File: src/rtl/multicycle_ctrl_pkg.sv
// Shared encodings for the multicycle controller: FSM states, control-word
// field encodings, opcodes and the decoded control word itself.
package multicycle_ctrl_pkg;

    typedef enum logic [2:0] {
        ST_IDLE   = 3'd0,
        ST_FETCH  = 3'd1,
        ST_DECODE = 3'd2,
        ST_EXEC   = 3'd3,
        ST_MEM    = 3'd4,
        ST_WB     = 3'd5,
        ST_TRAP   = 3'd6
    } state_e;

    typedef enum logic [2:0] {
        EXT_I = 3'b000,
        EXT_U = 3'b001,
        EXT_S = 3'b010,
        EXT_B = 3'b011,
        EXT_J = 3'b100
    } ext_e;

    typedef enum logic [2:0] {
        BR_NONE = 3'b000,
        BR_JAL  = 3'b001,
        BR_JALR = 3'b010,
        BR_COND = 3'b011
    } branch_e;

    typedef enum logic [1:0] {
        SRC_B_RS2  = 2'b00,
        SRC_B_IMM  = 2'b01,
        SRC_B_FOUR = 2'b10
    } src_b_e;

    localparam logic [4:0] ALU_ADD  = 5'b00000;
    localparam logic [4:0] ALU_SUB  = 5'b01000;
    localparam logic [4:0] ALU_SLTU = 5'b01010;
    localparam logic [4:0] ALU_LUI  = 5'b00011;

    localparam logic [6:0] OPC_LUI    = 7'b0110111;
    localparam logic [6:0] OPC_AUIPC  = 7'b0010111;
    localparam logic [6:0] OPC_JAL    = 7'b1101111;
    localparam logic [6:0] OPC_JALR   = 7'b1100111;
    localparam logic [6:0] OPC_BRANCH = 7'b1100011;
    localparam logic [6:0] OPC_LOAD   = 7'b0000011;
    localparam logic [6:0] OPC_STORE  = 7'b0100011;
    localparam logic [6:0] OPC_OP_IMM = 7'b0010011;
    localparam logic [6:0] OPC_OP     = 7'b0110011;

    localparam logic [6:0] F7_MEXT = 7'b0000001;

    // Everything DECODE registers for the rest of the instruction.
    typedef struct packed {
        logic       src_a;
        src_b_e     src_b;
        ext_e       ext;
        logic [4:0] alu;
        branch_e    br;
        logic [2:0] br_cond;
        logic [2:0] mem_op;
        logic       is_load;
        logic       is_store;
        logic       is_branch;
        logic       is_mext;
    } ctrl_word_t;

    // Base-ISA ALU code; sltu/sltiu have their own code because funct3=011
    // would otherwise collide with the lui-pass slot.
    function automatic logic [4:0] alu_base(input logic [2:0] funct3, input logic alt);
        if (funct3 == 3'b011) return ALU_SLTU;
        return {1'b0, alt, funct3};
    endfunction

endpackage

File: src/rtl/multicycle_ctrl_decode.sv
// Combinational decode of the instruction register into a control word and
// an illegal-instruction flag.
module ctrl_decode
    import multicycle_ctrl_pkg::*;
#(
    parameter int M_EXT = 0
) (
    input  logic [31:0] ir_i,
    output ctrl_word_t  cw_o,
    output logic        illegal_o
);

    logic [6:0] opcode;
    logic [2:0] funct3;
    logic [6:0] funct7;
    logic       unused_fields;

    assign opcode = ir_i[6:0];
    assign funct3 = ir_i[14:12];
    assign funct7 = ir_i[31:25];
    // Register specifiers are routed by the datapath, not the controller.
    assign unused_fields = ^{ir_i[24:15], ir_i[11:7]};

    // Map opcode/funct fields to datapath selects and ALU operation.
    always_comb begin
        // NOTE: every output gets a default before the case so no path leaves it unassigned (no latch).
        cw_o      = '0;
        illegal_o = 1'b0;
        case (opcode)
            OPC_OP: begin
                cw_o.src_b = SRC_B_RS2;
                if (funct7 == F7_MEXT) begin
                    if (M_EXT != 0) begin
                        cw_o.alu     = {2'b10, funct3};
                        cw_o.is_mext = 1'b1;
                    end else begin
                        illegal_o = 1'b1;
                    end
                end else begin
                    cw_o.alu = alu_base(funct3,
                        ((funct3 == 3'b000) || (funct3 == 3'b101)) && funct7[5]);
                end
            end
            OPC_OP_IMM: begin
                cw_o.ext   = EXT_I;
                cw_o.src_b = SRC_B_IMM;
                cw_o.alu   = alu_base(funct3, (funct3 == 3'b101) && funct7[5]);
            end
            OPC_LUI: begin
                cw_o.ext   = EXT_U;
                cw_o.src_b = SRC_B_IMM;
                cw_o.alu   = ALU_LUI;
            end
            OPC_AUIPC: begin
                cw_o.ext   = EXT_U;
                cw_o.src_a = 1'b1;
                cw_o.src_b = SRC_B_IMM;
                cw_o.alu   = ALU_ADD;
            end
            OPC_JAL: begin
                cw_o.ext   = EXT_J;
                cw_o.br    = BR_JAL;
                cw_o.src_a = 1'b1;
                cw_o.src_b = SRC_B_FOUR;
                cw_o.alu   = ALU_ADD;
            end
            OPC_JALR: begin
                cw_o.ext   = EXT_I;
                cw_o.br    = BR_JALR;
                cw_o.src_a = 1'b1;
                cw_o.src_b = SRC_B_FOUR;
                cw_o.alu   = ALU_ADD;
            end
            OPC_LOAD: begin
                cw_o.ext     = EXT_I;
                cw_o.src_b   = SRC_B_IMM;
                cw_o.alu     = ALU_ADD;
                cw_o.mem_op  = funct3;
                cw_o.is_load = 1'b1;
            end
            OPC_STORE: begin
                cw_o.ext      = EXT_S;
                cw_o.src_b    = SRC_B_IMM;
                cw_o.alu      = ALU_ADD;
                cw_o.mem_op   = funct3;
                cw_o.is_store = 1'b1;
            end
            OPC_BRANCH: begin
                cw_o.ext       = EXT_B;
                cw_o.br        = BR_COND;
                cw_o.br_cond   = funct3;
                cw_o.src_b     = SRC_B_RS2;
                cw_o.alu       = ALU_SUB;
                cw_o.is_branch = 1'b1;
            end
            default: illegal_o = 1'b1;
        endcase
    end

endmodule

File: src/rtl/multicycle_ctrl.sv
// Multicycle RV32 control FSM: fetch/decode/execute/memory/writeback with
// bus timeouts and a sticky trap state.
module multicycle_ctrl
    import multicycle_ctrl_pkg::*;
#(
    parameter int M_EXT       = 0,
    parameter int MUL_LAT     = 3,
    parameter int BUS_TIMEOUT = 15
) (
    input  logic        clk,
    input  logic        rst,
    output logic        imem_req,
    input  logic        imem_ack,
    input  logic [31:0] imem_rdata,
    output logic        dmem_req,
    input  logic        dmem_ack,
    output logic        pc_w,
    output logic        ir_w,
    output logic        reg_w,
    output logic        mem_w,
    output logic        mem_to_reg,
    output logic        alu_src_a,
    output logic [1:0]  alu_src_b,
    output logic [2:0]  ext_op,
    output logic [4:0]  alu_ctr,
    output logic [2:0]  branch,
    output logic [2:0]  br_cond,
    output logic [2:0]  mem_op,
    output logic [2:0]  state,
    output logic        illegal,
    output logic        bus_err
);

    localparam logic [7:0] TO_LAST  = 8'(BUS_TIMEOUT - 1);
    localparam logic [7:0] MUL_LAST = 8'(MUL_LAT - 1);

    state_e     state_q, state_d;
    logic [7:0] cnt_q, cnt_d;
    logic [31:0] ir_q;
    ctrl_word_t cw_q, dec_cw;
    logic       dec_illegal;
    logic       illegal_q, illegal_d;
    logic       bus_err_q, bus_err_d;

    ctrl_decode #(
        .M_EXT(M_EXT)
    ) u_decode (
        .ir_i      (ir_q),
        .cw_o      (dec_cw),
        .illegal_o (dec_illegal)
    );

    // State, counter, IR, registered control word and sticky error flags.
    always_ff @(posedge clk or posedge rst) begin
        if (rst) begin
            // NOTE: IR is a single register, not a memory, and must read 0 in reset, so it is reset here.
            state_q   <= ST_IDLE;
            cnt_q     <= '0;
            ir_q      <= '0;
            cw_q      <= '0;
            illegal_q <= 1'b0;
            bus_err_q <= 1'b0;
        end else begin
            // NOTE: non-blocking so every register samples pre-edge values regardless of statement order.
            state_q   <= state_d;
            cnt_q     <= cnt_d;
            illegal_q <= illegal_d;
            bus_err_q <= bus_err_d;
            if (ir_w) ir_q <= imem_rdata;
            if (state_q == ST_DECODE) cw_q <= dec_cw;
        end
    end

    // Next-state logic, per-state strobes and handshake requests.
    always_comb begin
        state_d    = state_q;
        cnt_d      = '0;
        illegal_d  = illegal_q;
        bus_err_d  = bus_err_q;
        imem_req   = 1'b0;
        dmem_req   = 1'b0;
        pc_w       = 1'b0;
        ir_w       = 1'b0;
        reg_w      = 1'b0;
        mem_w      = 1'b0;
        mem_to_reg = 1'b0;
        case (state_q)
            ST_IDLE: state_d = ST_FETCH;
            ST_FETCH: begin
                imem_req = 1'b1;
                if (imem_ack) begin
                    ir_w    = 1'b1;
                    state_d = ST_DECODE;
                end else if (cnt_q == TO_LAST) begin
                    bus_err_d = 1'b1;
                    state_d   = ST_TRAP;
                end else begin
                    cnt_d = cnt_q + 8'd1;
                end
            end
            ST_DECODE: begin
                if (dec_illegal) begin
                    illegal_d = 1'b1;
                    state_d   = ST_TRAP;
                end else begin
                    state_d = ST_EXEC;
                end
            end
            ST_EXEC: begin
                if (cw_q.is_mext && (cnt_q != MUL_LAST)) begin
                    cnt_d = cnt_q + 8'd1;
                end else if (cw_q.is_load || cw_q.is_store) begin
                    state_d = ST_MEM;
                end else if (cw_q.is_branch) begin
                    pc_w    = 1'b1;
                    state_d = ST_FETCH;
                end else begin
                    state_d = ST_WB;
                end
            end
            ST_MEM: begin
                dmem_req = 1'b1;
                mem_w    = cw_q.is_store;
                if (dmem_ack) begin
                    if (cw_q.is_store) begin
                        pc_w    = 1'b1;
                        state_d = ST_FETCH;
                    end else begin
                        state_d = ST_WB;
                    end
                end else if (cnt_q == TO_LAST) begin
                    bus_err_d = 1'b1;
                    state_d   = ST_TRAP;
                end else begin
                    cnt_d = cnt_q + 8'd1;
                end
            end
            ST_WB: begin
                reg_w      = 1'b1;
                pc_w       = 1'b1;
                mem_to_reg = cw_q.is_load;
                state_d    = ST_FETCH;
            end
            ST_TRAP: state_d = ST_TRAP;
            default: state_d = ST_TRAP;
        endcase
    end

    assign state     = state_q;
    assign illegal   = illegal_q;
    assign bus_err   = bus_err_q;
    assign alu_src_a = cw_q.src_a;
    assign alu_src_b = cw_q.src_b;
    assign ext_op    = cw_q.ext;
    assign alu_ctr   = cw_q.alu;
    assign branch    = cw_q.br;
    assign br_cond   = cw_q.br_cond;
    assign mem_op    = cw_q.mem_op;

endmodule

File: config.mk
export PLATFORM = sky130hd
export DESIGN_NAME = multicycle_ctrl
export DESIGN_NICKNAME = d
export VERILOG_FILES = /design/src/rtl/multicycle_ctrl_pkg.sv /design/src/rtl/multicycle_ctrl_decode.sv /design/src/rtl/multicycle_ctrl.sv
export SDC_FILE = /design/constraint.sdc
export NUM_CORES = 1
export LEC_CHECK = 0
export BUFFER_PORTS_ARGS = -buffer_cell sky130_fd_sc_hd__buf_2
export CORE_ASPECT_RATIO = 1.5
export CORE_UTILIZATION = 42
export CTS_CLUSTER_DIAMETER = 60
export DETAILED_ROUTE_END_ITERATION = 8
export HOLD_SLACK_MARGIN = 0.08
export PLACE_DENSITY = 0.71
export SETUP_SLACK_MARGIN = 0.2
export SLEW_MARGIN = 20
export SYNTH_ARGS = -nofsm -noshare
export SYNTH_HDL_FRONTEND = slang
export SYNTH_HIERARCHICAL = 1
export SYNTH_SLANG_ARGS = --single-unit
export TNS_END_PERCENT = 100
File: constraint.sdc
create_clock -name clk -period 2.4 [get_ports clk]
set_input_delay 0.12 -clock clk [delete_from_list [all_inputs] [get_ports clk]]
set_output_delay 0.12 -clock clk [all_outputs]
set_load 0.05 [all_outputs]
==> run summary, run 1 <==
n_diodes -> 0
RSZ-0062 raised after global routing -> yes
max-cap viol count -> 0
Reg2Reg Setup Slack -> 0.49 ns
crit path kind -> reg2out
initial antenna violation count -> 0
Critical R2R Launch -> ir_q[4]
VDD IR max -> 0.5225 mV
Detail Route Antenna Nets -> 0
via count -> 2019
initial drt markers -> 109
CP startpoint kind -> flip-flop
final WL -> 5706 um
htree depth -> 2
status -> complete, no violations
Final Instance Count excl. Fillers -> 382
crit path time final -> 2.067 ns
placed cells -> 356
average cell area after synthesis -> 11.86 um^2
Hold Crit Class -> in2reg
Clock Path Buffers -> 2
worst slack at placement -> 0.5061 ns
Post-Synthesis Cell Area -> 3048 um^2
vias per cell -> 5.285
first-pass GRT wire length -> 9715 um
I/O pin cnt -> 68
Final Hold Viols -> 0
P_leak -> 1.668 nW
WP data arrival -> 1.95 ns
Die Span Y -> 106.3 um
Worst EP required -> 2.28 ns
setup tns final -> 0 ns
post-DP HPWL -> 4033 um
Initial Util -> 43.89%
worst clock skew -> 0.009522 ns
Reg-to-Reg End -> state[2]
WHS -> 0.1597 ns
Final Cycle Share -> 86.14%
CP endpoint kind -> output port
TritonCTS Sinks -> 54
Cell Area, Placed -> 3146 um^2
Setup Buffers After CTS -> 0
WL/cell -> 14.94 um
First-pass DRT Iterations -> 4
CTS tree -> done
num rows -> 37
pin count of the biggest net entering global routing -> 55
clock latency on the worst-skew pair -> 0.31 ns
CP max FO -> 5
core area -> 6944 um^2
Root Driver -> clkbuf_8
die area -> 7609 um^2
Power Density -> 1099 nW/um^2
Final Setup Violations -> 0
die extent in x -> 71.56 um
worst hold path depth -> 4
Residual DRC -> 0
synth-to-layout area growth -> 13.05%
RD Place Congestion -> 0.8672
Final Max Slew Viols -> 0
CTS clk-pin slew, worst paths -> 0.10 ns
Num CTS Buffers -> 5
worst reg2reg path depth -> 7
total track usage -> 16.58%
cell count after synthesis -> 257
grt total ovfl -> 0
fmax -> 483.7 MHz
setup slack after layout -> 0.3327 ns
Port Buffers -> 52
Worst Hold Path EP -> state[0]
YS warnings -> 6
final instance area -> 3446 um^2
share of layout cells above drive strength 1 -> 40.13%
vias in the first global route -> 2019
# nets final -> 341
Hold Startpoint -> imem_ack
timing repair:
action | in CTS | in global routing
resized for setup | 0 | 3
setup endpoints to repair | 0 | 2
hold buffers | 18 | 0
endpoints found under the hold margin | 71 | 0
through the flow:
stage / power [mW] / utilization, %
3_5_place_dp: 3.210 / 45.30
3_3_place_gp: 3.173 / 45.30
6_report: 3.786 / 49.62
4_1_cts: 3.815 / 49.48
2_1_floorplan: 3.045 / -
5_1_grt: 4.031 / 49.62
final cells by class:
| cell class | instances | area, um^2 |
|---|---|---|
| fillers | 624 | 3498 |
| multi-input cells | 165 | 1396 |
| flip-flops and latches | 54 | 1353 |
| repair buffers | 72 | 470.5 |
| clock buffers | 8 | 110.1 |
| well taps | 78 | 97.59 |
| inverters | 5 | 18.77 |
flip-flops by register name, summed over array words and instances, names as in the netlist:
signal / cells
alu_ctr: 5
branch: 3
cw_q: 4
alu_src_b: 2
ir_q: 17
alu_src_a: 1
br_cond: 3
bus_err: 1
state: 3
mem_op: 3
cnt_q: 8
ext_op: 3
illegal: 1
critical path, stage by stage (launching register included):
cell and delay, ns:
dfrtp_1 0.43, inv_1 0.08, ha_1 0.14, nor3b_4 0.27
nand3_1 0.18, a21o_1 0.23, o21ai_0 0.07, clkbuf_4 0.25
power by group:
group	total, mW	switching, mW	internal, mW	leakage, nW
clock	0.569	0.278	0.292	0.0575
sequential	1.54	0.365	1.17	0.699
combinational	1.68	0.947	0.733	0.911
layout by cell type (no fill, tap or decap), types with 4 or more instances in the layout:
cell type	count
dfrtp_1	53
buf_2	51
mux2_2	24
dlygate4sd3_1	18
mux2_4	17
nand2_1	13
nor2_1	13
and2_1	10
clkbuf_8	8
a21oi_1	7
nand2b_1	7
xor2_1	5
nor3_1	5
nand3_1	4
nand4_1	4
worst max path at each step:
| stage | slack, ns | startpoint | endpoint | depth (start not counted) |
|---|---|---|---|---|
| 2_1_floorplan | 0.08 | state[1] | mem_to_reg | 4 |
| 3_3_place_gp | 0.52 | ir_q[5] | state[2] | 7 |
| 3_5_place_dp | 0.51 | ir_q[5] | state[2] | 7 |
| 4_1_cts | 0.23 | cnt_q[0] | pc_w | 7 |
| 5_1_grt | 0.19 | cnt_q[0] | pc_w | 7 |
| 6_report | 0.33 | cnt_q[0] | pc_w | 7 |
metal layers:
layer	GRT usage [%]	wire, um	up-vias
met1	20.95	2489	990
met3	2.749	146	13
met2	26.87	2886	49
met4	8.964	184	0
met5	0	0	-
li1	-	-	967
(Power assumes the default switching activity.)
==> inputs of run 2 (changes only) <==
--- a/config.mk
+++ b/config.mk
@@ -8,4 +8,5 @@
 export BUFFER_PORTS_ARGS = -buffer_cell sky130_fd_sc_hd__buf_2
 export CORE_ASPECT_RATIO = 1.5
+export CORE_MARGIN = 5
 export CORE_UTILIZATION = 42
 export CTS_CLUSTER_DIAMETER = 60
==> constraint.sdc (replaced) <==
create_clock -name clk -period 2.4 [get_ports clk]
set_input_delay 0.12 -clock clk [delete_from_list [all_inputs] [get_ports clk]]
set_output_delay 0.12 -clock clk [all_outputs]
set_load 0.005 [all_outputs]
==> run 2 against run 1 <==
Against the previous run:
- die area grew 20%
- count of clock-buffer cells in the layout is 1 lower
- critical path type unchanged
- first-iteration DRC count down 18%
- cell count is 5.8% higher
- largest cell class unchanged
- sequential power about the same
- highest routed layer unchanged
- non-clock buffer count did not move
==> run summary, run 2 (synthesis gave the netlist of run 1 again) <==
status -> complete, no violations
fmax -> 493.7 MHz
Hold Crit Class -> in2reg
setup tns final -> 0 ns
Final Setup Violations -> 0
slew margin rel. -> 54.80%
Final Hold Viols -> 0
CP max FO -> 5
total track usage -> 13.79%
max-cap viol count -> 0
clock latency on the worst-skew pair -> 0.31 ns
Pint -> 2.124 mW
final WL -> 5923 um
die area -> 9096 um^2
pin count of the biggest net entering global routing -> 55
Worst EP required -> 2.28 ns
RSZ-0062 raised after global routing -> no
leading cell types in the layout, fill and taps excluded -> 54 x dfrtp_1, 52 x buf_2, 24 x mux2_2
share of layout cells above drive strength 1 -> 39.47%
Final Instance Count excl. Fillers -> 404
crit path kind -> reg2out
n_diodes -> 0
vias in the first global route -> 1969
Final Max Slew Viols -> 0
via count -> 1982
setup slack after layout -> 0.3745 ns
final instance area -> 3432 um^2
Fillers -> 667
worst slack at placement -> 0.4874 ns
WL/cell -> 14.66 um
Clock Path Buffers -> 2
switch share -> 35.23%
initial drt markers -> 89
Power Density -> 955.3 nW/um^2
worst clock skew -> 0.007019 ns
WP data arrival -> 1.91 ns
CTS clk-pin slew, worst paths -> 0.09 ns
htree depth -> 2
RD Place Congestion -> 0.8616
Power Total -> 3.279 mW
core area -> 7179 um^2
max reg flops -> 17
Residual DRC -> 0
Top reg by flops -> ir_q
CTS tree -> done
commonest non-fill, non-tap cell in the layout -> dfrtp_1
Initial Util -> 42.45%
Detail Route Antenna Nets -> 0
Least-Margin Pin Slew -> 0.6781 ns
P_leak -> 1.658 nW
combinational share of power -> 37.6%
Port Buffers -> 52
Root Driver -> clkbuf_8
CP startpoint kind -> flip-flop
synth-to-layout area growth -> 12.60%
Cell Area, Placed -> 3161 um^2
first-pass GRT wire length -> 9749 um
grt total ovfl -> 0
CP endpoint kind -> output port
initial antenna violation count -> 0
P_sw -> 1.155 mW
Num CTS Buffers -> 5
VDD IR max -> 0.5285 mV
crit path time final -> 2.025 ns
placed cells -> 378
Die Span Y -> 114.3 um
# nets final -> 341
num rows -> 38
register share of total power -> 46.5%
Final Cycle Share -> 84.40%
TritonCTS Sinks -> 54
clock power share -> 15.8%
post-DP HPWL -> 4245 um
die extent in x -> 79.56 um
vias per cell -> 4.906
I/O pin cnt -> 68
First-pass DRT Iterations -> 4
[run 2: critical path: stages (launching register included)]
cell and delay [ns]:
dfrtp_1 0.43, inv_1 0.07, ha_1 0.14, nor3b_2 0.33, nand3_1 0.21, a21o_1 0.23, o21ai_0 0.06, buf_2 0.13
[run 2: repair_timing]
| action | in CTS | in global routing |
|---|---|---|
| buffers inserted | 0 | 0 |
| hold buffers | 18 | 0 |
| gates resized for setup | 0 | 0 |
| endpoints found under the hold margin | 71 | 0 |
[run 2: final cells by class]
| type | instances | area, um^2 | area share (%) |
|---|---|---|---|
| Sequential cell | 54 | 1351 | 39.37 |
| Inverter | 5 | 18.77 | 0.5468 |
| Tap cell | 100 | 125.1 | 3.646 |
| Clock inverter | 1 | 5.005 | 0.1458 |
| Multi-Input combinational cell | 165 | 1390 | 40.50 |
| Timing Repair Buffer | 72 | 455.4 | 13.27 |
| Clock buffer | 7 | 86.33 | 2.515 |
[run 2: metrics by stage]
step / hold slack, ns / utilization (%)
2_1_floorplan: 0.2681 / -
3_3_place_gp: 0.3415 / 44.02
3_5_place_dp: 0.3448 / 44.02
4_1_cts: 0.1495 / 47.80
5_1_grt: 0.1898 / 47.80
6_report: 0.1597 / 47.80
[run 2: worst paths after layout]
path / to / cells after the start / from / slack, ns
max: pc_w / 7 / cnt_q[0] / 0.37
min: state[0] / 4 / imem_ack / 0.16
max reg2reg: state[2] / 7 / ir_q[5] / 0.47
min reg2reg: illegal / 1 / illegal / 0.46
max in group asynchronous: ir_q[3] / 4 / rst / 1.42
min in group asynchronous: ext_op[2] / 4 / rst / 0.51
[run 2: power by group through the flow]
stage / registers (mW) / clock network, mW / logic [mW]
after detailed placement: 1.55 / 0 / 1.22
after floorplan: 1.35 / 0 / 1.25
final: 1.53 / 0.519 / 1.23
after CTS: 1.53 / 0.543 / 1.25
after global routing: 1.58 / 0.569 / 1.35
after global placement: 1.54 / 0 / 1.20
[run 2: per-layer routing]
layer,vias to the layer above,track usage (%),part of all wire (%)
li1,968,-,-
met1,968,16.78,43
met3,8,2.835,3.4
met5,-,0,0
met2,38,23.59,52
met4,0,5.505,1.8
==> inputs of run 3 (changes only) <==
clock period = 2 ns   (was 2.4 ns; I/O delays follow)
==> run 3 against run 2 <==
Against the previous run:
- combinational power grew 44%
- critical path type unchanged
- cell count grew 3.0%
- register-to-register slack lost 0.17 ns
- sequential power grew 17%
- count of clock-buffer cells in the layout grew 1
==> run summary, run 3 (synthesis gave the netlist of run 1 again) <==
n_diodes -> 0
Num CTS Buffers -> 5
initial drt markers -> 118
max-cap viol count -> 0
Residual DRC -> 0
Top reg by flops -> ir_q
Final Hold Viols -> 0
core area -> 7179 um^2
placed cells -> 385
post-DP HPWL -> 4562 um
First-pass DRT Iterations -> 4
RD Place Congestion -> 0.8693
CP endpoint kind -> output port
Root Driver -> clkbuf_8
Critical-path top delay cell -> dfrtp_1
htree depth -> 2
status -> complete, no violations
first-pass GRT wire length -> 10370 um
Clock Path Buffers -> 2
vias in the first global route -> 2167
crit path kind -> reg2out
final WL -> 6160 um
worst clock skew -> 0.003393 ns
Largest delay share family, worst path -> flip-flops
leading cell types in the layout, fill and taps excluded -> 52 x buf_2, 51 x dfrtp_1, 24 x mux2_2
WP data arrival -> 1.64 ns
VDD IR max -> 0.7449 mV
vias per cell -> 4.981
CP startpoint kind -> flip-flop
commonest non-fill, non-tap cell in the layout -> buf_2
Die Span Y -> 114.3 um
# nets final -> 353
fmax -> 576.1 MHz
Cell Area, Placed -> 3238 um^2
Detail Route Antenna Nets -> 0
via count -> 2072
TritonCTS Sinks -> 54
RSZ-0062 raised after global routing -> yes
setup tns final -> 0 ns
total track usage -> 14.61%
P_leak -> 1.735 nW
Max stage delay on crit path -> 0.41 ns
WHS -> 0.1376 ns
Least-Margin Pin Slew -> 0.5742 ns
Port Buffers -> 52
die area -> 9096 um^2
Final Setup Violations -> 0
slew margin rel. -> 61.66%
final instance area -> 3622 um^2
share of layout cells above drive strength 1 -> 44.94%
grt total ovfl -> 0
worst path bufs/invs -> 2
Initial Util -> 42.45%
synth-to-layout area growth -> 18.84%
Final Max Slew Viols -> 0
CP max FO -> 3
clock latency on the worst-skew pair -> 0.31 ns
WL/cell -> 14.81 um
crit path time final -> 1.736 ns
CTS tree -> done
CTS clk-pin slew, worst paths -> 0.09 ns
Power Density -> 1174 nW/um^2
num rows -> 38
Worst EP required -> 1.90 ns
initial antenna violation count -> 0
Final Cycle Share -> 86.80%
Final Instance Count excl. Fillers -> 416
I/O pin cnt -> 68
Hold Crit Class -> in2reg
die extent in x -> 79.56 um
max reg flops -> 17
pin count of the biggest net entering global routing -> 30
cells along the critical path -> inv_2 -> ha_4 -> nor3b_4 -> nand3_2 -> a21o_1 -> o21ai_1 -> buf_2
[run 3: cell count changes in the layout (fill, tap and decap cells not counted), sizes merged]
cell,before,now
clkinv,1,0
clkbuf,7,8
buf,54,66
[run 3: final cells by class]
class	count	area, um^2
Clock buffer	8	110.1
Timing Repair Buffer	84	583.1
Inverter	5	18.77
Multi-Input combinational cell	165	1430
Sequential cell	54	1355
Tap cell	100	125.1
Fill cell	641	3557
[run 3: path summary, 6_finish.rpt]
check | start | end | slack (ns) | depth (start not counted)
max | cnt_q[0] | pc_w | 0.26 | 7
min | imem_ack | state[0] | 0.14 | 4
max reg2reg | state[2] | ir_q[3] | 0.30 | 6
min reg2reg | bus_err | bus_err | 0.47 | 1
max in group asynchronous | rst | ir_q[5] | 1.04 | 4
min in group asynchronous | rst | ext_op[2] | 0.40 | 3
[run 3: worst register-to-register path: cells and delay by family, from the launching register on]
family                 cells  cell delay [ns]
and+or+nand+nor            3             0.52
DFF                        1             0.54
buffers and inverters      2             0.24
muxes                      1             0.30
[run 3: report_power, final]
group	internal (mW)	switching [mW]
Clock	0.350	0.342
Combinational	1.03	0.738
Sequential	1.41	0.383
[run 3: through the flow]
step	power (mW)	utilization, %	setup slack (ns)
finish	4.252	50.45	0.2641
global route	4.531	50.45	0.1302
CTS	4.245	49.95	0.1474
detailed placement	3.459	45.10	0.1758
global placement	3.390	45.10	0.2242
floorplan	3.118	-	0.3938
[run 3: routing by layer]
metal  GRT usage (%)  up-vias  routed length, um
met5               0        -                  0
met4           6.537        0                139
met3           3.228        8                276
met2           25.49       49               3287
met1           16.88     1028               2457
li1                -      987                  -
[run 3: what timing repair did]
action | 4_1_cts | 5_1_grt
setup buffers | 3 | 2
endpoints found under the setup margin | 3 | 13
gates resized for setup | 4 | 10
pin swaps | 0 | 4
hold buffers | 18 | 0
endpoints found under the hold margin | 42 | 0
